### src/rtl/bin2bcd_serial_pkg.sv
// Shared display definitions: FSM encoding, saturation value and the digit
// count that the seven-segment driver and this converter both rely on.
package bin2bcd_serial_pkg;

    localparam logic [1:0] S_IDLE  = 2'd0;
    localparam logic [1:0] S_SHIFT = 2'd1;
    localparam logic [1:0] S_DONE  = 2'd2;

    localparam logic [15:0] BCD_MAX     = 16'h9999;
    localparam int          DISP_DIGITS = 4;

    typedef enum logic [1:0] {
        ST_IDLE  = S_IDLE,
        ST_SHIFT = S_SHIFT,
        ST_DONE  = S_DONE
    } state_t;

endpackage

### src/rtl/bin2bcd_serial_if.sv
// Request/result bundle between a value source and the BCD converter.
interface bin2bcd_serial_if #(
    parameter int BIN_WIDTH = 14,
    parameter int DIGITS    = 4
);
    logic                  start_i;
    logic [BIN_WIDTH-1:0]  bin_i;
    logic                  busy_o;
    logic                  done_o;
    logic [4*DIGITS-1:0]   bcd_o;
    logic                  overflow_o;

    modport master (
        output start_i, bin_i,
        input  busy_o, done_o, bcd_o, overflow_o
    );

    modport slave (
        input  start_i, bin_i,
        output busy_o, done_o, bcd_o, overflow_o
    );
endinterface

### src/rtl/bin2bcd_serial_digit_adjust.sv
// Double-dabble correction for one BCD nibble: add 3 when the digit is 5 or
// more, so that the following left shift carries correctly into the next digit.
module bcd_digit_adjust (
    input  logic [3:0] nibble_in,
    output logic [3:0] nibble_out
);
    assign nibble_out = (nibble_in >= 4'd5) ? (nibble_in + 4'd3) : nibble_in;
endmodule

### src/rtl/bin2bcd_serial.sv
// Serial binary-to-BCD converter (shift-and-add-3, one bit per clock).
// Results above the displayable range saturate to all nines with overflow set.
module bin2bcd_serial
    import bin2bcd_serial_pkg::*;
#(
    parameter int BIN_WIDTH = 14,
    parameter int DIGITS    = DISP_DIGITS
) (
    input  logic             clk_i,
    input  logic             rst_i,
    bin2bcd_serial_if.slave  bus
);
    // One spare nibble above the displayed digits catches the overflow digit.
    localparam int SCR_W = 4 * (DIGITS + 1);
    localparam int SR_W  = SCR_W + BIN_WIDTH;
    localparam int BCD_W = 4 * DIGITS;
    localparam int CNT_W = $clog2(BIN_WIDTH + 1);
    localparam logic [CNT_W-1:0] LAST_CNT = CNT_W'(BIN_WIDTH - 1);
    localparam logic [BCD_W-1:0] SAT_VAL  = {DIGITS{4'h9}};

    state_t             state_reg, state_next;
    logic [SR_W-1:0]    sr_reg, sr_next;
    logic [CNT_W-1:0]   cnt_reg, cnt_next;
    logic [BCD_W-1:0]   bcd_reg, bcd_next;
    logic               overflow_reg, overflow_next;
    logic               busy_reg, busy_next;
    logic               done_reg, done_next;

    logic [SCR_W-1:0]   scratch_adj;
    logic [SR_W-1:0]    sr_shifted;

    // Correct every scratch nibble in parallel before the shift.
    generate
        for (genvar gi = 0; gi < DIGITS + 1; gi++) begin : g_adj
            bcd_digit_adjust u_adj (
                .nibble_in  (sr_reg[BIN_WIDTH + 4*gi +: 4]),
                .nibble_out (scratch_adj[4*gi +: 4])
            );
        end
    endgenerate

    assign sr_shifted = {scratch_adj, sr_reg[BIN_WIDTH-1:0]} << 1;

    // State and datapath registers; reset discards any partial conversion.
    always_ff @(posedge clk_i or negedge rst_i) begin
        if (!rst_i) begin
            state_reg    <= ST_IDLE;
            sr_reg       <= '0;
            cnt_reg      <= '0;
            bcd_reg      <= '0;
            overflow_reg <= 1'b0;
            busy_reg     <= 1'b0;
            done_reg     <= 1'b0;
        end else begin
            state_reg    <= state_next;
            sr_reg       <= sr_next;
            cnt_reg      <= cnt_next;
            bcd_reg      <= bcd_next;
            overflow_reg <= overflow_next;
            busy_reg     <= busy_next;
            done_reg     <= done_next;
        end
    end

    // Next-state and datapath logic; results publish on the edge of the last shift.
    always_comb begin
        state_next    = state_reg;
        sr_next       = sr_reg;
        cnt_next      = cnt_reg;
        bcd_next      = bcd_reg;
        overflow_next = overflow_reg;

        case (state_reg)
            ST_IDLE, ST_DONE: begin
                if (bus.start_i) begin
                    sr_next    = {{SCR_W{1'b0}}, bus.bin_i};
                    cnt_next   = '0;
                    state_next = ST_SHIFT;
                end else begin
                    state_next = ST_IDLE;
                end
            end
            ST_SHIFT: begin
                sr_next  = sr_shifted;
                cnt_next = cnt_reg + CNT_W'(1);
                if (cnt_reg == LAST_CNT) begin
                    state_next = ST_DONE;
                    if (sr_shifted[SR_W-1 -: 4] != 4'd0) begin
                        bcd_next      = SAT_VAL;
                        overflow_next = 1'b1;
                    end else begin
                        bcd_next      = sr_shifted[BIN_WIDTH +: BCD_W];
                        overflow_next = 1'b0;
                    end
                end
            end
            default: state_next = ST_IDLE;
        endcase

        // Status flags are registered copies of the state being entered.
        busy_next = (state_next == ST_SHIFT);
        done_next = (state_next == ST_DONE);
    end

    assign bus.busy_o     = busy_reg;
    assign bus.done_o     = done_reg;
    assign bus.bcd_o      = bcd_reg;
    assign bus.overflow_o = overflow_reg;

endmodule

### src/flat_wrapper.sv
// flat-port wrapper written by rule: the top's interface ports become plain ports
module bin2bcd_serial_flat import bin2bcd_serial_pkg::*;
#(
    parameter int BIN_WIDTH = 14,
    parameter int DIGITS    = DISP_DIGITS
)
  (clk_i, rst_i, bus_start_i, bus_bin_i, bus_busy_o, bus_done_o, bus_bcd_o, bus_overflow_o);
  bin2bcd_serial_if #(.BIN_WIDTH(BIN_WIDTH), .DIGITS(DIGITS)) bus_i ();
  input  logic clk_i;
  input  logic rst_i;
  input wire logic [$bits(bus_i.start_i)-1:0] bus_start_i;
  input wire logic [$bits(bus_i.bin_i)-1:0] bus_bin_i;
  output wire logic [$bits(bus_i.busy_o)-1:0] bus_busy_o;
  output wire logic [$bits(bus_i.done_o)-1:0] bus_done_o;
  output wire logic [$bits(bus_i.bcd_o)-1:0] bus_bcd_o;
  output wire logic [$bits(bus_i.overflow_o)-1:0] bus_overflow_o;
  assign bus_i.start_i = bus_start_i;
  assign bus_i.bin_i = bus_bin_i;
  assign bus_busy_o = bus_i.busy_o;
  assign bus_done_o = bus_i.done_o;
  assign bus_bcd_o = bus_i.bcd_o;
  assign bus_overflow_o = bus_i.overflow_o;
  bin2bcd_serial #(.BIN_WIDTH(BIN_WIDTH), .DIGITS(DIGITS)) u_core (.clk_i(clk_i), .rst_i(rst_i), .bus(bus_i));
endmodule
### config.mk
export PLATFORM = sky130hd
export DESIGN_NAME = bin2bcd_serial_flat
export DESIGN_NICKNAME = d
export VERILOG_FILES = /design/src/rtl/bin2bcd_serial_pkg.sv /design/src/rtl/bin2bcd_serial_if.sv /design/src/rtl/bin2bcd_serial_digit_adjust.sv /design/src/rtl/bin2bcd_serial.sv /design/src/flat_wrapper.sv
export SDC_FILE = /design/constraint.sdc
export NUM_CORES = 1
export LEC_CHECK = 0
export CAP_MARGIN = 20
export CORE_MARGIN = 2
export CORE_UTILIZATION = 40
export DETAILED_ROUTE_END_ITERATION = 16
export SYNTH_ARGS = -nofsm -noshare
export SYNTH_HDL_FRONTEND = slang
export SYNTH_SLANG_ARGS = --single-unit
export TNS_END_PERCENT = 10
### constraint.sdc
create_clock -name clk_i -period 1.73 [get_ports clk_i]
set_input_delay 0.346 -clock clk_i [delete_from_list [all_inputs] [get_ports clk_i]]
set_output_delay 0.346 -clock clk_i [all_outputs]
set_load 0.01 [all_outputs]
# --- Word-level counts from Yosys, hierarchy flattened ---
# Cells that the tools add are included.
totals:
  reg_bits: 59
  input_bits: 17
  output_inout_bits: 19
  word_cells: 44
classes:
  n_addsub: 6
  order_cmp: 5
  eq_ne: 6
  n_mux: 14
  reduce_logical: 6
op_table:
  columns: ["op", "count"]
  rows:
  - ["$pmux 34 s2", 1]
  - ["$mux 34", 1]
  - ["$ge 4x3->1 const B", 5]
  - ["$mux 4", 5]
  - ["$add 4x2->4 const B", 4]
  - ["$mux 16", 1]
  - ["$pmux 4 s2", 1]
  - ["$add 4x1->4 const B", 1]
  - ["$eq 2x1->1 const B", 2]
  - ["$eq 2x2->1 const B", 2]
  - ["$eq 4x4->1 const B", 1]
  - ["$pmux 2 s2", 1]
  - ["$reduce_and 2->1", 2]
  - ["$reduce_bool 4->1", 1]
  - ["$add 3x2->3 const B", 1]
  - ["$mux 3", 1]
  - ["$logic_not 2->1", 1]
  - ["$mux 1", 2]
  - ["$mux 2", 1]
  - ["$ne 2x2->1 const B", 1]
  - ["$reduce_bool 2->1", 1]
  - ["$reduce_or 2->1", 1]

# --- Longest topological paths before layout ---
# Gate-level depths: netlist (run 1).
logic_depth:
  ltp_word: 4
  mapped_depth: 9
  ltp_nobuf: 7

# --- By module ---
# Synthesis (run 1) repeated with hierarchy kept, for this count alone.
hier_totals:
  hier_cells: 291
  hier_area_um2: 2876.5
by_module_without_submodules:
  columns: ["mod", "n_inst", "cells_per_inst", "area_per_inst_um2", "seq_area_each_um2"]
  rows:
  - ["bin2bcd_serial", 1, 211, 2369.8, 1476.4]
  - ["bcd_digit_adjust", 5, 16, 101.3, 0.0]

# --- Worst setup path before layout (run 1) ---
# OpenSTA, ideal clock, no wires.
synth_path:
  kind: "reg2reg"
  from: "register u_core.sr_reg[30]"
  to: "register u_core.bcd_reg[3], in the netlist u_core.bus.bcd_o[3]"
  setup_time_ps: 82
  arrival_time_ps: 1705
  required_ps: 1648
  setup_slack_ps: -57
  path_stages_with_launch: 9
  path_buffers: 1
  synth_period_minus_slack_ps: 1787
  cell_sequence: "dfrtp_1 > inv_1 > ha_1 > nand2b_1 > a21oi_2 > mux2_4 > and3_1 > buf_6 > a31oi_1"
synth_via:
  elab_chain_len: 4
  elab_cells_between_ends: 5
  cone_classes: "add/sub: 1; order compare: 1; mux: 2; reduce/logical: 1"
synth_rtl:
  columns: ["item", "line_no", "text"]
  rows:
  - ["from (decl)", "bin2bcd_serial.sv:22", "logic [SR_W-1:0] sr_reg, sr_next;"]
  - ["from (signal assigned)", "bin2bcd_serial.sv:56", "sr_reg <= sr_next;"]
  - ["$ge 4x3->1 / $add 3x2->3 (equally long branches)", "bin2bcd_serial_digit_adjust.sv:7", "assign nibble_out = (nibble_in >= 4'd5) ? (nibble_in + 4'd3) : nibble_in;"]
  - ["$mux 3 *", "bin2bcd_serial_digit_adjust.sv:7", null]
  - ["$reduce_bool 4->1 *", "bin2bcd_serial.sv:88", "if (sr_shifted[SR_W-1 -: 4] != 4'd0) begin"]
  - ["$mux 16 *", "bin2bcd_serial.sv:88", null]
  - ["to (signal assigned)", "bin2bcd_serial.sv:58", "bcd_reg <= bcd_next;"]
  - ["to (decl)", "bin2bcd_serial.sv:24", "logic [BCD_W-1:0] bcd_reg, bcd_next;"]
# Every way passes the cells marked *; elsewhere a longest branch is shown, timed or not.
# A chain may end at the register's enable or synchronous reset.

# --- Worst setup path after layout (run 1) ---
layout_path:
  from: "register u_core.sr_reg[30]"
  to: "register u_core.bcd_reg[12], in the netlist u_core.bus.bcd_o[12]"
# Same word-level chain as after synthesis.

==> results.py, run 1 <==
metrics = {
    "floorplan": {
        "ios": 36,
        "dieHeight_um": 87.1,
        "fp-row-count": 30,
        "die-width_um": 87.1,
        "dieArea_sq_um": 7590,
        "core_sq_um": 6760,
        "start_util_pct": 40.9,
    },
    "power_and_ir_drop": {
        "swShare_pct": 38.4,
        "clkPwrFrac_pct": 17.8,
        "p_leak_uw": 0.00161,
        "combPwrFrac_pct": 47.5,
        "p_sw_uw": 2640,
        "powerDensity_nw_per_um2": 1910,
        "p_int_uw": 4250,
        "p_total_uw": 6890,
        "ir_drop_mv": 0.932,
        "seq_power_share_pct": 34.7,
    },
    "cells_and_area": {
        "layoutNonFillerInstCount": 419,
        "final_common_cell": "nand2_1",
        "fillers": 631,
        "nNetsFinal": 363,
        "drive_gt1_share_pct": 18.3,
        "diodes": 0,
        "regArea_sq_um": 1480,
        "final_cell_mix": "60 x nand2_1, 59 x dfrtp_1, 34 x clkdlybuf4s50_1, 24 x o21ai_0, 18 x buf_4",
        "multi_input_area_sq_um": 1260,
        "fin_util_pct": 53.4,
        "largest_reg_flops": 34,
        "syn_to_final_growth_pct": 30.5,
    },
    "worst_setup_path": {
        "crit_type": "flip-flop to flip-flop",
        "max_stage_delay_ns": 0.43,
        "timing.critical_path.cells": "inv_2 > ha_4 > nand2b_4 > a21oi_2 > mux2_4 > and3_4 > a31oi_1",
        "start_kind": "flip-flop",
        "worstPathArrival_ns": 1.96,
        "slowest_stage": "dfrtp_1",
        "cp_max_fo": 5,
        "end_kind": "flip-flop",
        "required_ns": 1.99,
    },
    "synthesis": {
        "synth_seq_area_share_pct": 53.4,
        "synth.net_count": 310,
        "synth_area_leaders": "dfrtp_1 53%, nand2_1 8.2%, ha_1 5.4%, o21ai_0 4.7%, a22oi_1 3.5%",
        "synthDistinctLibCells": 33,
        "synth_ff_type": "dfrtp_1",
        "netlist.top_cell.by_area": "dfrtp_1",
        "synth_area_sq_um": 2760,
        "synth_edf_count": 0,
        "async_flop_share_pct": 100,
        "syn_avg_cell_area_sq_um": 9.83,
        "netlist.area_leader.share_pct": 53.4,
        "synth-seq-cells": 59,
        "yosysWarnings": 0,
        "netlist_instances": 281,
    },
    "timing": {
        "maxSlewViolCount": 0,
        "fin_crit_sh_pct": 98.7,
        "relSlewSlack_pct": 77.5,
        "clock.fmax_mhz": 586,
        "hold_violations": 0,
        "rsz0062_at_grt": "yes",
        "period_minus_slack_ns": 1.71,
        "skew_ns": 0.00665,
        "finalSetupTns_ns": 0,
        "worstMarginPinSlew_ns": 0.337,
        "finalSetupViolCount": 0,
    },
    "detailed_routing": {
        "ant_nets": 0,
        "drtIter0Drc": 112,
        "drc": 0,
        "via_count": 2158,
        "viasPerCell": 5.15,
        "drt_wl_total_mm": 5.80,
        "wire_per_inst_um": 13.8,
        "firstDrtPassIters": 4,
    },
    "grt": {
        "grt-ovfl-total": 0,
        "grt_pass1_vias": 1965,
        "grt_max_degree": 60,
        "grt_antenna_before_repair": 0,
        "grt_use_total_pct": 16.2,
        "grt_pass1_wl_mm": 9.54,
    },
    "cts": {
        "clock-sinks": 59,
        "cts_hold_buf": 0,
        "clock_latency_ns": 0.33,
        "clk_pin_slew_ns": 0.07,
        "clk_path_buf_depth": 2,
        "cts_root_buf": "clkbuf_8",
        "tritoncts": "yes",
        "htree_num_levels": 3,
        "cts_buffers": 9,
    },
    "status": {
        "status": "finished, final reports clean",
    },
    "placed_design": {
        "dpl.cell_count": 395,
        "gp_congestion": 0.758,
        "hpwl_mm": 3.73,
        "numPortBuffers": 35,
    },
    "min_path": {
        "hp-class": "primary input to async pin",
    },
    "flow_run": {
        "maxCapViolCount": 0,
    },
}
-- worst paths after layout --
kind	cells after the start	start	slack [ns]	end
setup / recovery	7	u_core.sr_reg[30]	0.02	u_core.bus.bcd_o[12]
hold / removal	2	rst_i	0.01	u_core.bus.bcd_o[13]
setup reg to reg	7	u_core.sr_reg[30]	0.02	u_core.bus.bcd_o[12]
hold reg to reg	2	u_core.bus.bcd_o[13]	0.47	u_core.bus.bcd_o[13]
max in group asynchronous	2	rst_i	1.46	u_core.bus.bcd_o[2]
min in group clk_i	2	u_core.bus.bcd_o[13]	0.47	u_core.bus.bcd_o[13]
-- layout make-up --
cell class,count,share of cell area [%]
well taps,80,2.78
multi-input cells,196,35.1
repair buffers,55,14.4
inverters,13,1.35
clock inverters,5,1.46
clock buffers,11,3.92
flip-flops and latches,59,41.0
-- metrics by stage --
stage                     hold slack [ns]  instance area (sq um)  setup WS (ns)
after CTS                          0.0178                   3470        0.00203
after floorplan                    0.0504                   2780        0.00284
after global routing               0.0200                   3600        -0.0509
final                              0.0136                   3600         0.0227
after global placement              0.380                   3270       -0.00389
after detailed placement            0.376                   3270        -0.0301
-- cells by family after synthesis --
family	share of synthesized area (%)
mux	2.08
fa+ha+maj	5.43
simple gates	16.7
buf+inv	4.57
flops	53.4
xor+xnor	1.59
compound gates	16.2
-- what timing repair did --
item / 4_1_cts / 5_1_grt
pin swaps: 2 / 13
cloned: 0 / 1
buffers inserted: 0 / 7
resized for setup: 3 / 19
setup endpoints to repair: 10 / 19
-- synthesized netlist by cell type, types with 2 or more instances --
library cell   n
o31ai_1        3
mux2_2         2
nand3_1        4
nor2b_1        4
mux2i_1        2
nor2_1        11
o21ai_1        3
nand2b_1       6
a21oi_1       12
nor3_1         2
buf_2          5
buf_6          2
a22oi_1       13
nand2_1       60
ha_1          12
and3_1         2
nor3b_1        7
a31oi_1        7
xnor2_1        5
dfrtp_1       59
a22o_1         7
clkbuf_1       6
inv_1         12
o21ai_0       26
-- critical path, delay by kind of cell (launching register included) --
kind	cells	cell delay (ns)
DFF	1	0.43
AOI/OAI and AO/OA	2	0.34
muxes	1	0.36
adders and majority gates	1	0.16
and+or+nand+nor	2	0.23
buffers and inverters	1	0.11
-- power by group through the flow --
stage	Combinational [uW]	Sequential, uW	Clock [uW]
final	3270	2390	1230
after global routing	3650	2460	1330
after detailed placement	2890	2390	0
after CTS	2930	2370	1260
after global placement	2820	2390	0
after floorplan	1890	2370	0
-- per-layer routing --
metal | share of wire (%) | vias up | GRT usage [%]
met1 | 50 | 1041 | 22.9
li1 | - | 1066 | -
met5 | 0 | - | 0
met4 | 0.91 | 0 | 2.94
met3 | 4.3 | 7 | 6.16
met2 | 45 | 44 | 24.1
(Power assumes the default switching activity.)
==> run 2, diff against run 1 <==
CORE_UTILIZATION = 42   (was 40)
PLACE_DENSITY = 0.66   (was not set)
==> run 2 against run 1 <==
Net effect: the run now ends with setup timing left; flip-flop and latch count did not move; final cell count is 1.7% lower; maximum frequency shrank 2.4%; core utilization up 3.1 points; register-to-register slack worse by 0.04 ns; highest routed layer unchanged.
==> results.py, run 2 (synthesis results as in run 1) <==
metrics = {
    "flow_run": {
        "maxCapViolCount": 0,
    },
    "floorplan": {
        "fp-row-count": 29,
        "start_util_pct": 43.5,
        "dieArea_sq_um": 7240,
        "dieHeight_um": 85.1,
        "ios": 36,
        "core_sq_um": 6350,
        "die-width_um": 85.1,
    },
    "detailed_routing": {
        "via_count": 2183,
        "drtIter0Drc": 148,
        "ant_nets": 0,
        "drc": 0,
        "wl_met1_mm": 2.71,
        "drt_wl_total_mm": 5.92,
        "firstDrtPassIters": 4,
        "wire_per_inst_um": 14.4,
        "highest_layer": "met4",
        "dr_wl_met3_um": 315,
        "viasPerCell": 5.30,
        "met2_length_mm": 2.82,
    },
    "min_path": {
        "hp-class": "flip-flop to flip-flop",
        "whs_path_depth": 2,
    },
    "grt": {
        "grt_max_degree": 24,
        "grt_antenna_before_repair": 0,
        "grt_pass1_vias": 2090,
        "grt-ovfl-total": 0,
        "grt_use_total_pct": 17.5,
        "grt_pass1_wl_mm": 9.94,
    },
    "worst_setup_path": {
        "start_kind": "flip-flop",
        "worstPathArrival_ns": 2.00,
        "crit_type": "flip-flop to flip-flop",
        "end_kind": "flip-flop",
        "required_ns": 1.98,
        "cp_max_fo": 5,
        "r2r_cells": 6,
    },
    "power_and_ir_drop": {
        "swShare_pct": 39.2,
        "ir_drop_mv": 0.909,
        "p_sw_uw": 2610,
        "p_total_uw": 6650,
        "clkPwrFrac_pct": 15.7,
        "p_leak_uw": 0.00158,
        "p_int_uw": 4050,
        "combPwrFrac_pct": 48.0,
        "seq_power_share_pct": 36.3,
        "powerDensity_nw_per_um2": 1860,
    },
    "cells_and_area": {
        "final_common_cell": "nand2_1",
        "largest_reg_flops": 34,
        "drive_gt1_share_pct": 16.7,
        "nNetsFinal": 360,
        "syn_to_final_growth_pct": 29.7,
        "diodes": 0,
        "final_cell_mix": "60 x nand2_1, 58 x dfrtp_1, 34 x clkdlybuf4s50_1, 22 x o21ai_0, 13 x a22oi_1",
    },
    "placed_design": {
        "gp_congestion": 0.832,
        "numPortBuffers": 35,
        "hpwl_mm": 3.85,
    },
    "timing": {
        "worstMarginPinSlew_ns": 0.476,
        "skew_ns": 0.00965,
        "finalSetupViolCount": 7,
        "maxSlewViolCount": 0,
        "finalSetupTns_ns": -0.0789,
        "hold_violations": 0,
        "fin_crit_sh_pct": 101,
        "rsz0062_at_grt": "yes",
        "finalWorstSetupSlack_ns": -0.0196,
        "relSlewSlack_pct": 68.3,
        "period_minus_slack_ns": 1.75,
        "clock.fmax_mhz": 572,
    },
    "cts": {
        "clock-sinks": 59,
        "clk_path_buf_depth": 2,
        "clock_latency_ns": 0.33,
        "htree_num_levels": 3,
        "clk_pin_slew_ns": 0.06,
        "cts_buffers": 9,
        "tritoncts": "yes",
        "cts_root_buf": "clkbuf_8",
    },
    "status": {
        "violations": "setup timing",
        "status": "finished, violations left",
    },
}
==> run 2: metal layers <==
metal,GRT usage (%),vias up
met5,0,-
met4,4.47,0
met3,6.42,6
met2,27.6,57
met1,23.1,1051
li1,-,1069
==> run 2: layout make-up <==
type                            instances  area, sq um
Multi-Input combinational cell        196         1270
Sequential cell                        59         1480
Fill cell                             578         2770
Clock buffer                           12          145
Timing Repair Buffer                   52          526
Inverter                               13         52.6
Clock inverter                          3         15.0
Tap cell                               77         96.3
==> run 2: power groups by stage <==
stage                     clock, uW  sequential [uW]  combinational, uW
after global placement            0             2380               2790
after global routing           1140             2500               3570
after CTS                      1090             2380               2940
final                          1040             2410               3200
after detailed placement          0             2400               2880
after floorplan                   0             2370               1890
==> run 2: metrics by stage <==
stage	instance area (sq um)	cells	setup WS, ns	utilization (%)	hold WS [ns]
after CTS	3470	409	-0.0115	54.7	0.479
final	3580	412	-0.0196	56.4	0.475
after global routing	3580	412	-0.0812	56.4	0.509
after detailed placement	3280	391	-0.0138	51.7	0.330
after floorplan	2780	281	0.00284	-	0.0504
after global placement	3280	391	0.0726	51.7	0.330
==> run 2: path summary, 6_finish.rpt <==
| path | slack [ns] | start | endpoint |
|---|---|---|---|
| setup / recovery | -0.02 | u_core.sr_reg[30] | u_core.bus.bcd_o[8] |
| hold reg to reg | 0.47 | u_core.sr_reg[1] | u_core.sr_reg[1] |
| min in group asynchronous | 0.49 | rst_i | u_core.bus.bcd_o[13] |
| setup reg to reg | -0.02 | u_core.sr_reg[30] | u_core.bus.bcd_o[8] |
| max in group asynchronous | 0.74 | rst_i | u_core.sr_reg[10] |
| hold / removal | 0.47 | u_core.sr_reg[1] | u_core.sr_reg[1] |
==> run 2: critical path: stages (launching register included) <==
cell and delay [ns]:
dfrtp_2 0.45, ha_2 0.19, nand2b_4 0.14, a21oi_4 0.16, mux2_4 0.35, and3_4 0.22, a31oi_2 0.16
==> run 2: what timing repair did <==
item,CTS,global route
endpoints found under the hold margin,16,0
pin swaps,1,7
setup endpoints to repair,10,17
hold buffers,1,0
setup buffers,2,2
cloned,0,1
gates resized for setup,2,24
